**src/rtl/mbe_pkg.sv**
```systemverilog
// Shared definitions for the radix-8 MBE partial-product accumulator:
// operand/product widths, the accumulator FSM state type and the
// partial-product word type.
package mbe_pkg;

  localparam int NUM_PP      = 9;
  localparam int IN_NBIT     = 24;
  localparam int PP_NBIT     = 27;
  localparam int PROD_NBIT   = 2 * IN_NBIT;
  localparam int RADIX_SHIFT = 3;
  localparam int IDX_NBIT    = 4;

  typedef enum logic [1:0] {
    IDLE = 2'd0,
    ACC  = 2'd1,
    DONE = 2'd2
  } acc_state_t;

  typedef logic [PP_NBIT-1:0] pp_t;

endpackage

```
**src/rtl/mbe_term_align.sv**
```systemverilog
// Turns one captured partial product into its aligned product-width term:
// sign-extend, add the one's-complement correction bit, then shift left by
// RADIX_SHIFT bits per Booth digit position. Purely combinational.
module mbe_term_align
  import mbe_pkg::*;
(
  input  pp_t                   pp_i,
  input  logic                  sign_i,
  input  logic [IDX_NBIT-1:0]   index_i,
  output logic [PROD_NBIT-1:0]  term_o
);

  logic [PROD_NBIT-1:0] ext;
  logic [5:0]           shamt;

  // Two's-complement value of the partial product, modulo 2^PROD_NBIT.
  assign ext   = {{(PROD_NBIT-PP_NBIT){pp_i[PP_NBIT-1]}}, pp_i} + PROD_NBIT'(sign_i);
  // Each Booth digit is worth a factor of 8, i.e. three bit positions.
  assign shamt = 6'(RADIX_SHIFT) * {2'b00, index_i};
  assign term_o = ext << shamt;

endmodule

```
**src/rtl/mbe_pp_accumulator.sv**
```systemverilog
// Consumer end of the radix-8 MBE partial-product interface. Captures one
// set of partial products on the input handshake, sums one aligned term per
// cycle into the mantissa product, then presents it on a valid/ready output.
// Optional build macro PP_ACC_EARLY_EXIT_EN: stop accumulating as soon as
// every remaining captured term is zero (product value is unchanged).
module mbe_pp_accumulator
  import mbe_pkg::*;
(
  input  logic                  clk,
  input  logic                  rst,
  input  logic                  in_valid,
  output logic                  in_ready,
  input  pp_t                   pp0,
  input  pp_t                   pp1,
  input  pp_t                   pp2,
  input  pp_t                   pp3,
  input  pp_t                   pp4,
  input  pp_t                   pp5,
  input  pp_t                   pp6,
  input  pp_t                   pp7,
  input  logic [IN_NBIT-1:0]    pp8,
  input  logic [NUM_PP-2:0]     sign_bits,
  output logic                  out_valid,
  input  logic                  out_ready,
  output logic [PROD_NBIT-1:0]  product
);

  acc_state_t            state_q, state_d;
  logic [PROD_NBIT-1:0]  acc_q, acc_d;
  logic [IDX_NBIT-1:0]   index_q, index_d;
  // Index NUM_PP-1 holds pp8 zero-extended, so one mux serves all terms.
  pp_t                   cap_q [NUM_PP];
  logic [NUM_PP-1:0]     sign_q;

  logic                  accept;
  logic                  last_term;
  pp_t                   sel_pp;
  logic                  sel_sign;
  logic [PROD_NBIT-1:0]  term;

  assign accept = (state_q == IDLE) && in_valid;

  // Select the captured term addressed by the running index.
  always_comb begin
    // NOTE: every always_comb output gets a default first so no path can
    // leave it unassigned and infer a latch.
    sel_pp   = '0;
    sel_sign = 1'b0;
    if (index_q < IDX_NBIT'(NUM_PP)) begin
      sel_pp   = cap_q[index_q];
      sel_sign = sign_q[index_q];
    end
  end

  mbe_term_align u_term_align (
    .pp_i    (sel_pp),
    .sign_i  (sel_sign),
    .index_i (index_q),
    .term_o  (term)
  );

`ifdef PP_ACC_EARLY_EXIT_EN
  logic [NUM_PP-1:0] nz_term;
  logic              rest_zero;

  // Flag captured terms that contribute a nonzero value.
  always_comb begin
    for (int i = 0; i < NUM_PP; i++) begin
      nz_term[i] = (|cap_q[i]) | sign_q[i];
    end
  end

  // True when every term above the current index is zero.
  assign rest_zero = ((nz_term >> index_q) >> 1) == '0;
  assign last_term = (index_q == IDX_NBIT'(NUM_PP-1)) || rest_zero;
`else
  assign last_term = (index_q == IDX_NBIT'(NUM_PP-1));
`endif

  // FSM next state, accumulator and index update.
  always_comb begin
    state_d = state_q;
    acc_d   = acc_q;
    index_d = index_q;
    case (state_q)
      IDLE: begin
        if (in_valid) begin
          acc_d   = '0;
          index_d = '0;
          state_d = ACC;
        end
      end
      ACC: begin
        acc_d = acc_q + term;
        if (last_term) begin
          state_d = DONE;
        end else begin
          index_d = index_q + 1'b1;
        end
      end
      DONE: begin
        if (out_ready) begin
          state_d = IDLE;
        end
      end
      default: state_d = IDLE;
    endcase
  end

  // State registers plus input capture on the input handshake.
  always_ff @(posedge clk or posedge rst) begin
    if (rst) begin
      // NOTE: sequential state is assigned with <= only, so every register
      // samples pre-edge values regardless of statement order.
      state_q <= IDLE;
      acc_q   <= '0;
      index_q <= '0;
      sign_q  <= '0;
      // NOTE: the capture array is small and must read as zero after reset,
      // so it is cleared here rather than left as an unreset memory.
      for (int i = 0; i < NUM_PP; i++) begin
        cap_q[i] <= '0;
      end
    end else begin
      state_q <= state_d;
      acc_q   <= acc_d;
      index_q <= index_d;
      if (accept) begin
        cap_q[0] <= pp0;
        cap_q[1] <= pp1;
        cap_q[2] <= pp2;
        cap_q[3] <= pp3;
        cap_q[4] <= pp4;
        cap_q[5] <= pp5;
        cap_q[6] <= pp6;
        cap_q[7] <= pp7;
        cap_q[8] <= pp_t'(pp8);
        sign_q   <= {1'b0, sign_bits};
      end
    end
  end

  assign in_ready  = (state_q == IDLE);
  assign out_valid = (state_q == DONE);
  assign product   = out_valid ? acc_q : '0;

endmodule

```
**config.mk**
```make
export PLATFORM = sky130hd
export DESIGN_NAME = mbe_pp_accumulator
export DESIGN_NICKNAME = d
export VERILOG_FILES = /design/src/rtl/mbe_pkg.sv /design/src/rtl/mbe_term_align.sv /design/src/rtl/mbe_pp_accumulator.sv
export SDC_FILE = /design/constraint.sdc
export NUM_CORES = 1
export LEC_CHECK = 0
export CAP_MARGIN = 20
export CORE_UTILIZATION = 35
export CTS_BUF_LIST = sky130_fd_sc_hd__clkbuf_2 sky130_fd_sc_hd__clkbuf_4 sky130_fd_sc_hd__clkbuf_8
export DETAILED_ROUTE_END_ITERATION = 6
export RECOVER_POWER = 50
export SYNTH_ARGS = -nofsm -noshare
export SYNTH_HDL_FRONTEND = slang
export SYNTH_SLANG_ARGS = --single-unit
```
**constraint.sdc**
```tcl
create_clock -name clk -period 15.5 [get_ports clk]
set_input_delay 3.1 -clock clk [delete_from_list [all_inputs] [get_ports clk]]
set_output_delay 3.1 -clock clk [all_outputs]
set_load 0.03 [all_outputs]
```
==> impl_results.md <==
* Run status: finished with violations
* Failing checks: capacitance limit, slew limit
* Headroom to the max-slew limit at -4.95
* Netlist Area Pre-Place at ~19000 sq um
* Remaining antenna violation count at 0
* R2r worst-path depth at 34
* Nets@finish at about 2900
* Number of port buffers at 301
* Hold EP: cap_q[219]
* Core ar. at between 50000 and 60000 sq um
* Area growth, synth to finish at 24.1%
* Initial antenna violation count at 7
* Seq cells post-synth at just over 300
* Post-CTS Setup Bufs at 0
* Average wire per standard cell at 20.1 microns
* I/O Pins at 302
* Count leader, synth: nand2_1
* Hold bufs inserted after CTS at 0
* CP endpoint kind: register
* Worst hold path type: reg -> reg
* Synth Flop Type: dfrtp_1
* Ys async rst share at 1.00
* Number of flops mapped to enable cells by yosys at 0
* Period utilization at 0.737
* Hold Crit Start: cap_q[219]
* Total Wirelength at about 67000 microns
* Cell Chain, Critical Path: dlygate4sd3_1 -> and2_4 -> clkbuf_1 -> nand2_1 -> nand2_1
* Iteration-0 DRC count of the detailed router at approximately 1500
* Reg clk slew, reported paths at 60 ps
* Syn Nets at between 2000 and 3000
* # H-tree levels at 2
* CTS tree: yes
* Grt ovf at 0
* Area share of the leading cell type in the synthesized netlist at 0.394
* CTS buffer count at 53
* Via Count at 17510
* Critical R2R Launch: index_q[0]
* Gr usage total at 0.238
* Die Width at roughly 240 microns
* Leading area contributor after synthesis: dfrtp_1
* Critical path's slowest cell: clkbuf_1
* Top post-synthesis cells by count: 852 x nand2_1, 302 x dfrtp_1, 118 x o21ai_0
* Clock sink total at about 300
* Chip Height at between 200 and 250 microns
* Syn Area/Cell at just over 8 sq um
* Root Buffer: clkbuf_8
* Min Tclk post-route at 11430 ps
* Max-Cap Viols at 6
* Hold Fails Final Rpt at 0
* DP Wirelength at 50600 microns
* Fmax at between 80 and 90 MHz
* Hold path cells at 2
* Fillers at 5358
* R2R Path End: acc_q[47]
* Global-route wire length before repair at about 100000 microns
* Via/cell ratio at 5.30
* Critical path fanouts, max at between 200 and 250
* Ys Warns at 0
* Reg2Reg Setup Slack at about 4600 ps
* DR pass1 iterations at 5
* Later-pin clock latency in the skew report at ~640 ps
* Setup CP Type: in -> reg
* Crit path buffers/inverters at 2
* CP Launch Type: input pin
* Share of post-route cells with drive strength above 1 at 0.0760
* Largest cells by area after synthesis: dfrtp_1 39%, nand2_1 17%, mux4_2 4.7%
* Crit-path leading delay family: buffers and inverters
* Synth unique cells at 87
* DRC Markers at 0
* TNS Setup at 0 ps
* CTS max path bufs at 3
* Worst slew pin tran at between 8000 and 9000 ps
* WP data required at roughly 16000 ps
* Number of core rows at 85
* Post-cts sizing count at 0
* Cell mode on critical path: nand2_1
* Largest net degree at the start of global routing at 215
* CP peak stage delay at between 6000 and 7000 ps
* Vias in the first global route at around 18000
* Initial core utilization at 0.355
* Post-synthesis sequential area ratio at 0.394
* Setup violations, final at 0
* Fin Hold WS at around 470 ps
* GPL Wtd Cong at about 0.92
* Slew Limit Fails at between 500 and 600
* RSZ-0062 raised after global routing: false
* Clock Skew at 37.9 ps
* Crit path DAT at about 12000 ps
* Die footprint at 55700 sq um
* Mapped Cells at around 2300
## cells by family after synthesis
logic type                 Yosys count  share of synthesized area
and+or+nand+nor                   1198                      0.265
AOI/OAI and AO/OA                  389                      0.128
DFF                                302                      0.394
buffers and inverters              167                     0.0382
muxes                              133                      0.102
xor gates and xnor gates            75                     0.0343
adders and majority gates           58                     0.0386
## sequential cells by signal, summed over array words and instances (netlist names)
register  count
acc_q        48
index_q       4
cap_q       240
sign_q        8
state_q       2
## area by class of cell
cell class                 instances  area (sq um)  share of cell area
tap                              696           871              0.0366
multi-input combinational       1853         10900               0.458
clock inverter                     6          72.6             0.00305
clock buffer                      86          1050              0.0440
timing repair buffer             323          3190               0.134
antenna                            3          7.51            0.000316
sequential                       302          7560               0.318
inverter                          36           136             0.00573
## how the worst max path moves through the flow
stage / start / end / slack [ps] / depth (start not counted)
3_5_place_dp: index_q[0] / acc_q[47] / 6330 / 33
6_report: in_valid / cap_q[54] / 4070 / 5
3_3_place_gp: index_q[0] / acc_q[47] / 6390 / 33
2_1_floorplan: rst / acc_q[0] / 4050 / 1
4_1_cts: index_q[0] / acc_q[47] / 6310 / 33
5_1_grt: in_valid / cap_q[54] / 3110 / 5
## stage by stage
step / setup WS [ps] / utilization / cell area (sq um) / std cells
6_report: 4070 / 0.440 / 23800 / 3305
3_3_place_gp: 6390 / 0.420 / 22700 / 3208
3_5_place_dp: 6330 / 0.420 / 22700 / 3208
2_1_floorplan: 4050 / - / 19200 / 2322
4_1_cts: 6310 / 0.440 / 23800 / 3300
5_1_grt: 3110 / 0.440 / 23800 / 3304
## per-layer routing
layer | vias up | global-route usage | wire length, microns
li1 | 8409 | - | -
met1 | 8431 | 0.312 | 29100
met2 | 546 | 0.399 | 32000
met3 | 116 | 0.0352 | 3230
met4 | 8 | 0.0832 | 2180
met5 | - | 0 | 51
## layout by cell type (no fill, tap or decap), drive strengths merged, types with 4 or more instances in the layout
| cell type | synthesis | final |
|---|---|---|
| xor2 | 33 | 33 |
| buf | 29 | 17 |
| nor2 | 109 | 109 |
| nor3 | 29 | 29 |
| nand4 | 13 | 13 |
| o21a | 16 | 16 |
| a2bb2oi | 5 | 5 |
| o21bai | 11 | 11 |
| or3 | 6 | 6 |
| a21oi | 82 | 82 |
| o31ai | 10 | 10 |
| mux4 | 47 | 47 |
| a221oi | 4 | 4 |
| o211ai | 11 | 11 |
| nand2b | 9 | 9 |
| a211oi | 11 | 11 |
| a22o | 6 | 6 |
| a22oi | 7 | 7 |
| o21ai | 125 | 125 |
| nand3 | 67 | 67 |
| o221ai | 6 | 6 |
| and3 | 11 | 11 |
| nor2b | 10 | 10 |
| o2bb2ai | 4 | 4 |
| a31oi | 13 | 13 |
| o22ai | 20 | 20 |
| inv | 35 | 36 |
| clkdlybuf4s50 | 0 | 298 |
| mux2 | 14 | 14 |
| xnor2 | 42 | 42 |
| ha | 56 | 56 |
| and2 | 60 | 60 |
| nand2 | 856 | 856 |
| nor4 | 10 | 10 |
| mux2i | 72 | 72 |
| a21o | 30 | 30 |
| dfrtp | 302 | 302 |
| clkbuf | 102 | 91 |
## worst register-to-register path, delay by kind of cell, from the launching register on
kind / cells / cell delay, ps
xor+xnor: 2 / 420
buf+inv: 3 / 2790
compound gates: 17 / 3850
simple gates: 6 / 1250
fa+ha+maj: 3 / 840
flops: 1 / 720
mux: 3 / 890
Power is not shown: default switching activity piles up to over one toggle a cycle in this logic, so the estimate is an artifact.
